==> src/rtl/io_ports_pkg.sv <==
// rtl/io_ports_pkg.sv - register offsets and field widths for the io_ports peripheral
package io_ports_pkg;

    localparam logic [1:0] IO_OFS_LED  = 2'd0;
    localparam logic [1:0] IO_OFS_SW   = 2'd1;
    localparam logic [1:0] IO_OFS_KEY  = 2'd2;
    localparam logic [1:0] IO_OFS_EDGE = 2'd3;

    localparam int LED_W = 8;
    localparam int SW_W  = 4;
    localparam int KEY_W = 2;

endpackage

==> src/rtl/io_ports_if.sv <==
// rtl/io_ports_if.sv - CPU data bus slice seen by the io_ports register window
interface io_ports_if #(
    parameter int ADDR_WIDTH = 32,
    parameter int DATA_WIDTH = 32
);
    logic [ADDR_WIDTH-1:0] i_addr;
    logic                  i_we;
    logic [DATA_WIDTH-1:0] i_wdata;
    logic [DATA_WIDTH-1:0] o_rdata;
    logic                  o_hit;

    modport master (
        output i_addr, i_we, i_wdata,
        input  o_rdata, o_hit
    );

    modport slave (
        input  i_addr, i_we, i_wdata,
        output o_rdata, o_hit
    );
endinterface

==> src/rtl/io_ports_key_debounce.sv <==
// rtl/io_ports_key_debounce.sv - 2-flop synchroniser plus stable-count debouncer for one active-low key
module key_debounce #(
    parameter int DEBOUNCE_CYCLES = 50000
) (
    input  logic i_clk,
    input  logic i_rst,
    input  logic i_raw_n,
    output logic o_state,
    output logic o_press
);
    localparam int CW = $clog2(DEBOUNCE_CYCLES);
    localparam logic [CW-1:0] CNT_MAX = CW'(DEBOUNCE_CYCLES - 1);

    logic          meta;
    logic          sync;
    logic [CW-1:0] cnt;
    logic          s;
    logic          flip;

    assign s       = ~sync;
    assign flip    = (s != o_state) && (cnt == CNT_MAX);
    assign o_press = flip && s;

    // Synchroniser resets to 1 so an idle (released) key looks released straight out of reset.
    always_ff @(posedge i_clk) begin
        if (!i_rst) begin
            meta    <= 1'b1;
            sync    <= 1'b1;
            o_state <= 1'b0;
            cnt     <= '0;
        end else begin
            meta <= i_raw_n;
            sync <= meta;
            if (s == o_state) begin
                cnt <= '0;
            end else if (flip) begin
                o_state <= s;
                cnt     <= '0;
            end else begin
                cnt <= cnt + 1'b1;
            end
        end
    end
endmodule

==> src/rtl/io_ports.sv <==
// rtl/io_ports.sv - memory-mapped LED/switch/key peripheral with debounced press-edge capture
module io_ports
    import io_ports_pkg::*;
#(
    parameter int                    DATA_WIDTH      = 32,
    parameter int                    ADDR_WIDTH      = 32,
    parameter logic [ADDR_WIDTH-1:0] BASE_ADDR       = 'hF000_0000,
    parameter int                    DEBOUNCE_CYCLES = 50000
) (
    input  logic             i_clk,
    input  logic             i_rst,
    io_ports_if.slave        bus,
    input  logic [SW_W-1:0]  i_sw,
    input  logic [KEY_W-1:0] i_key,
    output logic [LED_W-1:0] o_led
);
    logic [LED_W-1:0]      led_q;
    logic [SW_W-1:0]       sw_meta;
    logic [SW_W-1:0]       sw_sync;
    logic [KEY_W-1:0]      key_state;
    logic [KEY_W-1:0]      key_press;
    logic [KEY_W-1:0]      edge_q;
    logic [KEY_W-1:0]      edge_clr;
    logic [DATA_WIDTH-1:0] rdata;
    logic [1:0]            ofs;
    logic                  hit;
    logic                  wr;
    logic                  unused_bits;

    assign hit         = bus.i_addr[ADDR_WIDTH-1:4] == BASE_ADDR[ADDR_WIDTH-1:4];
    assign ofs         = bus.i_addr[3:2];
    assign wr          = bus.i_we && hit;
    assign edge_clr    = (wr && ofs == IO_OFS_EDGE) ? bus.i_wdata[KEY_W-1:0] : '0;
    assign unused_bits = ^{bus.i_addr[1:0], bus.i_wdata[DATA_WIDTH-1:LED_W]};

    // LEDs are dark for the whole reset assertion, not just from the first reset edge.
    assign o_led = i_rst ? led_q : '0;

    for (genvar k = 0; k < KEY_W; k++) begin : g_key
        key_debounce #(
            .DEBOUNCE_CYCLES(DEBOUNCE_CYCLES)
        ) u_key_debounce (
            .i_clk  (i_clk),
            .i_rst  (i_rst),
            .i_raw_n(i_key[k]),
            .o_state(key_state[k]),
            .o_press(key_press[k])
        );
    end

    always_ff @(posedge i_clk) begin
        if (!i_rst) begin
            led_q   <= '0;
            sw_meta <= '0;
            sw_sync <= '0;
            edge_q  <= '0;
        end else begin
            sw_meta <= i_sw;
            sw_sync <= sw_meta;
            if (wr && ofs == IO_OFS_LED) begin
                led_q <= bus.i_wdata[LED_W-1:0];
            end
            // A press landing on the same edge as its W1C keeps the bit set.
            edge_q <= (edge_q & ~edge_clr) | key_press;
        end
    end

    always_comb begin
        rdata = '0;
        if (hit) begin
            case (ofs)
                IO_OFS_LED:  rdata[LED_W-1:0] = led_q;
                IO_OFS_SW:   rdata[SW_W-1:0]  = sw_sync;
                IO_OFS_KEY:  rdata[KEY_W-1:0] = key_state;
                default:     rdata[KEY_W-1:0] = edge_q;
            endcase
        end
    end

    assign bus.o_rdata = rdata;
    assign bus.o_hit   = hit;
endmodule

==> src/flat_wrapper.sv <==
// flat-port wrapper written by rule: the top's interface ports become plain ports
module io_ports_flat import io_ports_pkg::*;
#(
    parameter int                    DATA_WIDTH      = 32,
    parameter int                    ADDR_WIDTH      = 32,
    parameter logic [ADDR_WIDTH-1:0] BASE_ADDR       = 'hF000_0000,
    parameter int                    DEBOUNCE_CYCLES = 50000
)
  (i_clk, i_rst, i_sw, i_key, o_led, bus_i_addr, bus_i_we, bus_i_wdata, bus_o_rdata, bus_o_hit);
  io_ports_if #(.ADDR_WIDTH(ADDR_WIDTH), .DATA_WIDTH(DATA_WIDTH)) bus_i ();
  input  logic i_clk;
  input  logic i_rst;
  input  logic [SW_W-1:0] i_sw;
  input  logic [KEY_W-1:0] i_key;
  output logic [LED_W-1:0] o_led;
  input wire logic [$bits(bus_i.i_addr)-1:0] bus_i_addr;
  input wire logic [$bits(bus_i.i_we)-1:0] bus_i_we;
  input wire logic [$bits(bus_i.i_wdata)-1:0] bus_i_wdata;
  output wire logic [$bits(bus_i.o_rdata)-1:0] bus_o_rdata;
  output wire logic [$bits(bus_i.o_hit)-1:0] bus_o_hit;
  assign bus_i.i_addr = bus_i_addr;
  assign bus_i.i_we = bus_i_we;
  assign bus_i.i_wdata = bus_i_wdata;
  assign bus_o_rdata = bus_i.o_rdata;
  assign bus_o_hit = bus_i.o_hit;
  io_ports #(.DATA_WIDTH(DATA_WIDTH), .ADDR_WIDTH(ADDR_WIDTH), .BASE_ADDR(BASE_ADDR), .DEBOUNCE_CYCLES(DEBOUNCE_CYCLES)) u_core (.i_clk(i_clk), .i_rst(i_rst), .bus(bus_i), .i_sw(i_sw), .i_key(i_key), .o_led(o_led));
endmodule
==> config.mk <==
export PLATFORM = sky130hd
export DESIGN_NAME = io_ports_flat
export DESIGN_NICKNAME = d
export VERILOG_FILES = /design/src/rtl/io_ports_pkg.sv /design/src/rtl/io_ports_if.sv /design/src/rtl/io_ports_key_debounce.sv /design/src/rtl/io_ports.sv /design/src/flat_wrapper.sv
export SDC_FILE = /design/constraint.sdc
export NUM_CORES = 1
export LEC_CHECK = 0
export BUFFER_PORTS_ARGS = -buffer_cell sky130_fd_sc_hd__buf_2
export CAP_MARGIN = 0
export CORE_UTILIZATION = 48
export DETAILED_ROUTE_END_ITERATION = 10
export GPL_ROUTABILITY_DRIVEN = 1
export PLACE_DENSITY_LB_ADDON = 0.3
export SETUP_SLACK_MARGIN = 0.4
export SKIP_CTS_REPAIR_TIMING = 1
export SLEW_MARGIN = 30
export SYNTH_ARGS = -nofsm -noshare
export SYNTH_HDL_FRONTEND = slang
export SYNTH_SLANG_ARGS = --single-unit
export TNS_END_PERCENT = 10
==> constraint.sdc <==
create_clock -name i_clk -period 2.1 [get_ports i_clk]
set_clock_uncertainty 0.2 [all_clocks]
set_input_delay 0.105 -clock i_clk [delete_from_list [all_inputs] [get_ports i_clk]]
set_output_delay 0.105 -clock i_clk [all_outputs]
set_load 0.02 [all_outputs]
# Word level (Yosys, flattened, before mapping)
# Index checks and enable logic that the tools add are counted.
# totals
reg_bits,56
output_inout_bits,41
word_cells,50
# op_classes
addsub,2
n_eq_ne,10
muxes,6
n_bitwise,8
reduce_logical,12
# ops
operator,count
adder 16 x 1 -> 16 bit (second input constant),2
== test 16 bit (second input constant),2
== test 28 bit (second input constant),1
two-way mux 8 bit,2
logical AND 1 bit,7
one-hot mux 2 bit (3 select lines),1
OR reduction 3 bit,2
inverter 1 bit,5
== test 2 bit (second input constant),2
two-way mux 4 bit,1
one-hot mux 2 bit (2 select lines),1
AND reduction 2 bit,2
AND 2 bit,1
== test 1 bit,2
== test 2 x 1 -> 1 bit (second input constant),1
zero test 2 bit,1
two-way mux 2 bit,1
!= test 1 bit,2
inverter 2 bit,1
bitwise OR 2 bit,1

# Logic depth before layout (Yosys ltp)
# depth
depth_word,7
depth_mapped,6
mapped_depth_nobuf,5

# Hierarchy
# From an unflattened synthesis, not the netlist that was laid out.
# hier_totals
cells_unflattened,299
hier_area_um2,2822.7
# modules_own_cells
module,instances,cells_per_inst,area_per_inst_um2,seq_area_each_um2
key_debounce,2,89,878.3,380.4
io_ports,1,121,1066.0,360.3

# Least setup slack after synthesis
# OpenSTA, ideal clock, no wires.
# synth_path
kind,in2out
start,input bus_i_addr[6]
end,output bus_o_rdata[4]
arrival_ps,1590
t_required_ps,1795
slack_ps,205
stages,5
path_cell_list,nor4_2 -> nand4_2 -> or4_4 -> buf_6 -> nor3b_2
# synth_via
elab_chain_cells,2
# synth_rtl
item,line,text
from (decl),flat_wrapper.sv:16,input wire logic [$bits(bus_i.i_addr)-1:0] bus_i_addr;
== test 28 bit,io_ports.sv:30,assign hit = bus.i_addr[ADDR_WIDTH-1:4] == BASE_ADDR[ADDR_WIDTH-1:4];
two-way mux 8 bit,io_ports.sv:70,if (hit) begin
to (decl),flat_wrapper.sv:19,output wire logic [$bits(bus_i.o_rdata)-1:0] bus_o_rdata;
# No other way between the ends.

# Final worst setup path
# layout_path
start,input bus_i_addr[24]
end,output bus_o_rdata[7]
# The elaborated chain is that of the path after synthesis.

==> metrics.md <==
| Metric | Value |
|---|---|
| Status | finished, violations left |
| Failing checks | hold timing |
| Internal power | 0.00158 W |
| First-pass GRT wire length | 8.31 mm |
| Pwr dens | ~560 nW/um2 |
| GRT Residual Overflow | 0 |
| Die X-Extent | between 70 and 80 um |
| Number of global-route vias before repair | 2014 |
| Final hold slack | -10.7 ps |
| Worst Setup Start Kind | input port |
| RSZ-0062 raised after global routing | true |
| Starting Density | 0.501 |
| Clock latency on the worst-skew pair | roughly 300 ps |
| IO Port Bufs | 63 |
| CTS root buf | clkbuf_8 |
| Std cell rows | 27 |
| Die ar. | slightly above 6000 um2 |
| Slew Limit Fails | 0 |
| Worst path required time | ~1800 ps |
| Final period util | 0.912 |
| Arr. time, crit path | around 1600 ps |
| Slowest-stage cell, CP | or4_4 |
| WL/cell | 12.1 um |
| Fin. Hold Viols | 1 |
| Seq/Total Area, Yosys | 0.404 |
| Psw | roughly 0.00043 W |
| CP max stage delay | between 500 and 600 ps |
| Syn Std Cell Area | approximately 2800 um2 |
| Die H | between 70 and 80 um |
| Slack of the critical path | 186 ps |
| Yosys Warn Count | 0 |
| CP endpoint kind | output port |
| DP Worst Slack | 37.0 ps |
| Layout area overhead | 28.4% |
| Util after Layout | 0.643 |
| Worst-path clk slew | approximately 90 ps |
| Vias | roughly 2300 |
| Largest net degree at the start of global routing | 27 |
| Layout net count | 471 |
| Max Fanout on Critical Path | 6 |
| Area leader, netlist | dfxtp_1 |
| Drt pass-1 iters | 4 |
| RD Place Congestion | approximately 0.83 |
| Final setup viols | 0 |
| Share of cells above drive strength 1 | 0.272 |
| Ys flop type | dfxtp_1 |
| Post-layout min period | about 1900 ps |
| CTS sink count | 56 |
| H-tree depth | 2 |
| Top cell by count, worst path | buf_6 |
| Initial antenna violation count | 0 |
| Leading cell types in the layout, fill and taps excluded | dfxtp_1, buf_2, nor2_1 |
| Worst reg2reg setup slack | 320 ps |
| FF+latch count, synth | 56 |
| Overall routed net length | roughly 5.7 mm |
| Number of synthesized flops with an enable pin | 0 |
| Clock power frac | 0.373 |
| Post-synthesis cell count | 309 |
| Setup_tns | 0 ps |
| Leading post-synthesis cells by cell area | dfxtp_1, xnor2_1, buf_4, nor2_1, mux2i_1 |
| Most common cell after layout, fill and taps aside | dfxtp_1 |
| Fmax | around 0.52 GHz |
| Ys async rst share | 0 |
| Critical path cell sequence | buf_6 > nor4_4 > nand4_2 > or4_4 > nor3b_4 > buf_6 |
| Cell variety after synth | 43 |
| Worst hold path type | input port to flop |
| Max Cap Violations | 0 |
| Flop pwr share | 0.536 |
| Sw Ratio | 0.214 |
| GRT Total Usage | 0.172 |
| Remaining antenna violation count | 0 |
| Number of diodes | 0 |
| Inserted Clock Buffers | 5 |
| Drt via density | 4.94 |
| CP Class | input port to output port |
| Max VDD drop | 0.554 mV |
| CTS tree | yes |
| Combinational share of power | 0.091 |
| Core ar. | between 5000 and 6000 um2 |
| DRT iter0 DRCs | 107 |
| Max Root-Sink Buffers | 2 |
| Leakage Power | 1.45 nW |
| Yosys top cell area share | 0.404 |
| Synth Area per Inst | 8.98 um2 |
| DRC | 0 |
| IO Pins | around 110 |
| DPL Wire Length | 3.83 mm |
==> critical path, delay by kind of cell <==
family,cells,cell delay [ps]
buffers and inverters,2,250
AND/OR/NAND/NOR,4,1250
==> power by group through the flow <==
stage / Clock [W] / Sequential, W / Combinational, W
after global placement: 0 / 0.00110 / 0.000135
after detailed placement: 0 / 0.00110 / 0.000138
after global routing: 0.000808 / 0.00108 / 0.000196
final: 0.000750 / 0.00108 / 0.000183
after floorplan: 0 / 0.00110 / 0.000115
after CTS: 0.000772 / 0.00108 / 0.000138
==> layout make-up <==
class | instances | area [um2]
Clock inverter | 1 | 30.0
Multi-Input combinational cell | 227 | 1540
Clock buffer | 7 | 96.3
Tap cell | 72 | 90.1
Fill cell | 452 | 1980
Sequential cell | 56 | 1120
Timing Repair Buffer | 89 | 622
Inverter | 17 | 63.8
==> routing by layer <==
| metal | global-route usage | part of all wire | routed length [um] |
|---|---|---|---|
| met3 | 0.0337 | 0.047 | 266 |
| met2 | 0.300 | 0.50 | 2820 |
| met5 | 0 | 0 | 0 |
| met1 | 0.209 | 0.44 | 2480 |
| met4 | 0.0630 | 0.022 | 127 |
==> final timing paths <==
check / endpoint / cells after the start / startpoint
worst max-delay path: bus_o_rdata[7] / 6 / bus_i_addr[24]
worst min-delay path: u_core.edge_q[1] / 4 / bus_i_we
worst max register to register: u_core.g_key[0].u_key_debounce.cnt[14] / 5 / u_core.g_key[0].u_key_debounce.cnt[0]
worst min register to register: u_core.g_key[1].u_key_debounce.sync / 1 / u_core.g_key[1].u_key_debounce.meta
==> registers in the layout (all words and copies together) (netlist names) <==
name / cells
u_core.led_q: 8
u_core.g_key.u_key_debounce.sync: 2
u_core.g_key.u_key_debounce.cnt: 32
u_core.sw_sync: 4
u_core.g_key.u_key_debounce.meta: 2
u_core.edge_q: 2
u_core.sw_meta: 4
u_core.g_key.u_key_debounce.o_state: 2
==> logic make-up (layout without fill, tap and decap cells) <==
| group | Yosys count | count (layout) | share of synthesized area |
|---|---|---|---|
| xor+xnor | 27 | 27 | 0.0852 |
| fa+ha+maj | 2 | 2 | 0.00902 |
| flops | 56 | 56 | 0.404 |
| simple gates | 149 | 149 | 0.313 |
| other cells | 1 | 24 | 0.00135 |
| buf+inv | 49 | 114 | 0.102 |
| mux | 13 | 13 | 0.0559 |
| compound gates | 12 | 12 | 0.0293 |
==> cells in the mapped netlist (all sizes together) (2+ instances only) <==
cell type,instances
a21oi,3
and2,9
and3,3
and4,2
buf,26
clkbuf,6
dfxtp,56
ha,2
inv,17
mux2i,11
mux4,2
nand2,26
nand2b,5
nand3,15
nand4,11
nor2,36
nor2b,2
nor3,8
nor3b,4
nor4,11
nor4b,5
o21ai,3
or2,4
or3,4
xnor2,23
xor2,4
==> through the flow <==
stage | power, W | std cells | instance area [um2]
global route | 0.00208 | 469 | 3560
detailed placement | 0.00124 | 442 | 3130
global placement | 0.00124 | 442 | 3130
CTS | 0.00199 | 450 | 3260
finish | 0.00201 | 469 | 3560
floorplan | 0.00122 | 332 | 2890
Power figures use the tool's default switching activity.
